`config.mk`:
```
export PLATFORM = sky130hd
export DESIGN_NAME = lfsr16_decoder
export DESIGN_NICKNAME = d
export VERILOG_FILES = /design/src/rtl/lfsr16_pkg.sv /design/src/rtl/lfsr16_inv_step.sv /design/src/rtl/lfsr16_decoder.sv
export SDC_FILE = /design/constraint.sdc
export NUM_CORES = 1
export LEC_CHECK = 0
export CORE_ASPECT_RATIO = 0.9
export CORE_MARGIN = 10
export CORE_UTILIZATION = 57
export DETAILED_ROUTE_END_ITERATION = 7
export DONT_BUFFER_PORTS = 1
export GPL_ROUTABILITY_DRIVEN = 0
export PLACE_DENSITY = 0.82
export SETUP_SLACK_MARGIN = 0.5
export SLEW_MARGIN = 15
export SYNTH_ARGS = -nofsm -noshare
export SYNTH_HDL_FRONTEND = slang
export SYNTH_SLANG_ARGS = --single-unit
```
`constraint.sdc`:
```
create_clock -name CLK -period 1.7 [get_ports CLK]
set_input_delay 0.085 -clock CLK [delete_from_list [all_inputs] [get_ports CLK]]
set_output_delay 0.085 -clock CLK [all_outputs]
set_load 0.02 [all_outputs]
```
`src/rtl/lfsr16_pkg.sv`:
```
// lfsr16_pkg: shared timer-LFSR constants and decoder state encoding
package lfsr16_pkg;
  localparam logic [15:0] LFSR_SEED = 16'hFFFF;
  localparam int unsigned SH_A = 7;
  localparam int unsigned SH_B = 9;
  localparam int unsigned SH_C = 8;
  typedef enum logic {IDLE = 1'b0, SEARCH = 1'b1} dec_state_t;
endpackage

```
`src/rtl/lfsr16_inv_step.sv`:
```
// lfsr16_inv_step: one backward step of the x^=x<<7; x^=x>>9; x^=x<<8 timer LFSR
module lfsr16_inv_step
  import lfsr16_pkg::*;
(
  input  logic [15:0] x,
  output logic [15:0] y
);
  logic [15:0] a, b;
  assign a = x ^ (x << SH_C);
  assign b = a ^ (a >> SH_B);
  // undoing x^=x<<7 needs the second term because x<<7 feeds back once more within 16 bits
  assign y = b ^ (b << SH_A) ^ (b << (2 * SH_A));
endmodule

```
`src/rtl/lfsr16_decoder.sv`:
```
// lfsr16_decoder: walks Code backwards to SEED, reporting the step count
// Optional search bound enabled by defining LFSR_DEC_TIMEOUT_EN.
module lfsr16_decoder
  import lfsr16_pkg::*;
#(
  parameter logic [15:0] SEED      = LFSR_SEED,
  parameter logic [15:0] MAX_STEPS = 16'hFFFE
) (
  input  logic        CLK,
  input  logic        RST,
  input  logic        Start,
  input  logic        Cancel,
  input  logic [15:0] Code,
  output logic        Busy,
  output logic        Done,
  output logic [15:0] Count,
  output logic        Error
);
  dec_state_t state, state_nx;
  logic [15:0] work, work_nx, step, step_nx, count_nx, inv;
  logic done_nx, error_nx, timeout;
  lfsr16_inv_step u_inv (.x(work), .y(inv));
`ifdef LFSR_DEC_TIMEOUT_EN
  assign timeout = step == MAX_STEPS;
`else
  logic unused_max;
  assign unused_max = ^MAX_STEPS;
  assign timeout = 1'b0;
`endif
  always_ff @(posedge CLK)
    if (!RST) begin
      state <= IDLE;
      work  <= '0;
      step  <= '0;
      Count <= '0;
      Error <= 1'b0;
      Done  <= 1'b0;
    end else begin
      state <= state_nx;
      work  <= work_nx;
      step  <= step_nx;
      Count <= count_nx;
      Error <= error_nx;
      Done  <= done_nx;
    end
  always_comb begin
    state_nx = state;
    work_nx  = work;
    step_nx  = step;
    count_nx = Count;
    error_nx = Error;
    done_nx  = 1'b0;
    if (state == IDLE) begin
      if (Start) begin
        state_nx = SEARCH;
        work_nx  = Code;
        step_nx  = '0;
        error_nx = 1'b0;
      end
    end else if (Cancel) begin
      state_nx = IDLE;
    end else if (work == SEED) begin
      state_nx = IDLE;
      count_nx = step;
      done_nx  = 1'b1;
    end else if (work == '0 || timeout) begin
      state_nx = IDLE;
      count_nx = '0;
      error_nx = 1'b1;
      done_nx  = 1'b1;
    end else begin
      work_nx = inv;
      step_nx = step + 16'd1;
    end
  end
  assign Busy = state == SEARCH;
endmodule

```
==> impl_metrics.py <==
metrics = {
    "clocking": {
        "clock-root-buffer": "clkbuf_8",
        "clk_pin_slew_ps": 100,
        "clk_latency_ps": 320,
        "htree_levels": 2,
        "cts-buffers-inserted": 5,
        "cts_tree": "built",
        "cts_max_path_buffers": 2,
        "clock-sinks": 51,
    },
    "yosys": {
        "ys_ff_latch": 51,
        "synthArstFlopShare_pct": 0,
        "avgSynthCellArea_um2": 8.53,
        "yosysSeqAreaShare_pct": 38.2,
        "synth_edf_count": 0,
        "synthCells": 313,
        "synth_nets": 334,
        "netlist_area_um2": 2670,
        "synth.distinct_cells": 50,
        "yosys_warnings": 0,
        "synth-main-ff-cell": "dfxtp_1",
    },
    "min_path": {
        "min_from": "Code[15]",
        "hold_depth": 2,
        "hp-class": "in2reg",
    },
    "finish": {
        "regArea_um2": 1050,
        "fillCellCount": 208,
        "area_growth_syn_to_layout_pct": 42.1,
        "layout-drive-gt1-share_pct": 40.9,
        "final_cell_mix": "55 x buf_4, 33 x dfxtp_1, 31 x nor2_1, 16 x dfxtp_2, 16 x xnor2_1",
        "nNetsFinal": 395,
        "fin_cells": 436,
        "multiInputGateArea_um2": 1800,
        "design_area_um2": 3790,
        "mostFrequentLayoutCell": "buf_4",
        "num_antenna_cells": 0,
    },
    "sta": {
        "fin_ws_ps": -191,
        "setup_viol": 48,
        "relSlewSlack_pct": 46.8,
        "drv_slew": 0,
        "finalHoldViolations": 0,
        "min_period_ps": 1890,
        "period_share_pct": 111,
        "tightest_slew_ps": 795,
        "rsz0062_at_grt": "true",
        "fmax_mhz": 529,
        "skew_ps": 14.4,
    },
    "worst_setup_path": {
        "path_cells": "nand4_1 > o41ai_4 > buf_4 > or2_4 > buf_6 > buf_12 > nand3_1 > a21oi_1",
        "critical_path.startpoint": "work[15]",
        "worstReg2RegStart": "work[15]",
        "required_ps": 1940,
        "critPathKind": "reg2reg",
        "cp-endpoint": "work[1]",
        "crit_fanout": 5,
        "cp_slowest_cell": "dfxtp_2",
        "r2r-end": "work[1]",
        "crit_arrival_ps": 2130,
        "reg2reg_depth": 8,
        "r2r_setup_slack_ps": -190,
        "startpoint_type": "register",
        "cp-end-kind": "register",
        "critPathMaxStageDelay_ps": 400,
    },
    "global_routing": {
        "antenna_found_initial": 0,
        "grt_pass1_wl_um": 15000,
        "grt_pass1_vias": 2829,
        "grt_max_degree": 31,
        "track_usage_pct": 23.3,
        "grt_overflow": 0,
    },
    "power": {
        "p_leak_nw": 1.41,
        "ir_worst_vdd_v": 0.000969,
        "power_density_nw_per_um2": 814,
    },
    "routing": {
        "via_count": 3194,
        "drt-total-wl_um": 11300,
        "drtPass1Iterations": 7,
        "drcViolationCount": 0,
        "wire_per_inst_um": 25.9,
        "final_antenna_net_count": 0,
        "via_per_inst": 7.33,
        "drt_iter0_drc": 430,
    },
    "run": {
        "max_cap_violations": 0,
    },
    "die": {
        "dieHeight_um": 84.9,
        "dieArea_um2": 7830,
        "initial_utilization_pct": 59.5,
        "rows": 23,
        "die-width_um": 92.1,
        "core_um2": 4490,
        "io_pins": 39,
    },
    "run_status": {
        "failed_checks": "setup timing",
        "status": "finished with violations",
    },
    "place": {
        "dp.cells": 410,
        "place_area_um2": 3160,
        "place_hpwl_um": 5330,
        "io_buffer_count": 0,
        "dp_slack_ps": -114,
    },
}
==> area by class of cell <==
class,instances,share of cell area (%)
clock buffers,5,1.81
multi-input cells,230,47.6
flip-flops and latches,51,27.6
well taps,62,2.04
inverters,7,0.693
clock inverters,2,0.989
repair buffers,79,19.3
==> worst min path at each step <==
stage,to,slack [ps]
finish,work[15],20
global route,work[15],50
CTS,work[9],20
detailed placement,step[4],210
global placement,step[4],220
floorplan,work[7],220
==> timing repair <==
action                     CTS  global route
hold endpoints to repair    16             0
resized for setup           23            56
setup endpoints to repair   51            52
pin swaps                    7            22
setup buffers                1             5
hold buffers                 8             0
cloned                       2             3
==> logic make-up (layout without fill, tap and decap cells) <==
group	Yosys count	count (layout)	share of synthesized area (%)
buf+inv	34	93	6.94
compound gates	84	86	21.7
simple gates	116	116	22.4
flops	51	51	38.2
fa+ha+maj	1	1	0.469
xor+xnor	22	22	8.25
mux	5	5	1.92
==> state kept, by name, summed over array words and instances, names as in the netlist <==
name and flops:
Busy 1, Count 16, Done 1, Error 1, step 16, work 16
==> per-layer routing <==
layer / up-vias / track usage [%] / wire length [um] / share of wire (%)
li1: 1275 / - / - / -
met1: 1457 / 27.5 / 3890 / 34
met2: 347 / 37.3 / 5020 / 44
met3: 115 / 8.19 / 1590 / 14
met4: 0 / 10.6 / 792 / 7.0
met5: - / 0 / 0 / 0
==> synth_stat cells, drive strengths merged, types with 4 or more instances <==
cell type / instances / area share [%]
a211oi: 8 / 2.2
xnor2: 17 / 5.6
nor3: 8 / 1.5
nand4: 8 / 2.3
clkbuf: 13 / 1.9
nor2: 34 / 4.8
inv: 7 / 0.98
mux2i: 4 / 1.5
a22oi: 21 / 5.9
nand2: 16 / 2.2
a21oi: 15 / 2.8
nor4: 12 / 2.8
buf: 14 / 4.1
nand3: 18 / 3.4
o21ai: 16 / 3.1
and3: 9 / 2.1
dfxtp: 51 / 38
==> through the flow <==
stage	total power [mW]	hold WS, ps	util [%]	setup TNS, ps
final	3.09	24.2	84.5	-4700
after global routing	3.16	45.8	84.5	-7400
after CTS	2.87	15.8	77.3	-235
after detailed placement	1.97	209	70.4	-1890
after global placement	1.94	218	70.4	-111
after floorplan	1.79	218	-	-7.94
==> worst max-delay path: cells and delay by family, from the launching register on <==
kind            cells  cell delay [ps]
compound gates      2              500
buf+inv             3              450
simple gates        3              470
flops               1              400
==> power by group <==
group          leakage (nW)  internal, mW  total, mW  switching [mW]
Combinational         0.935         0.422      0.919           0.498
Clock                0.0502         0.431      0.870           0.438
Sequential            0.422          1.24       1.30          0.0542
Total                  1.41          2.10       3.09           0.990
Power figures use the tool's default switching activity.
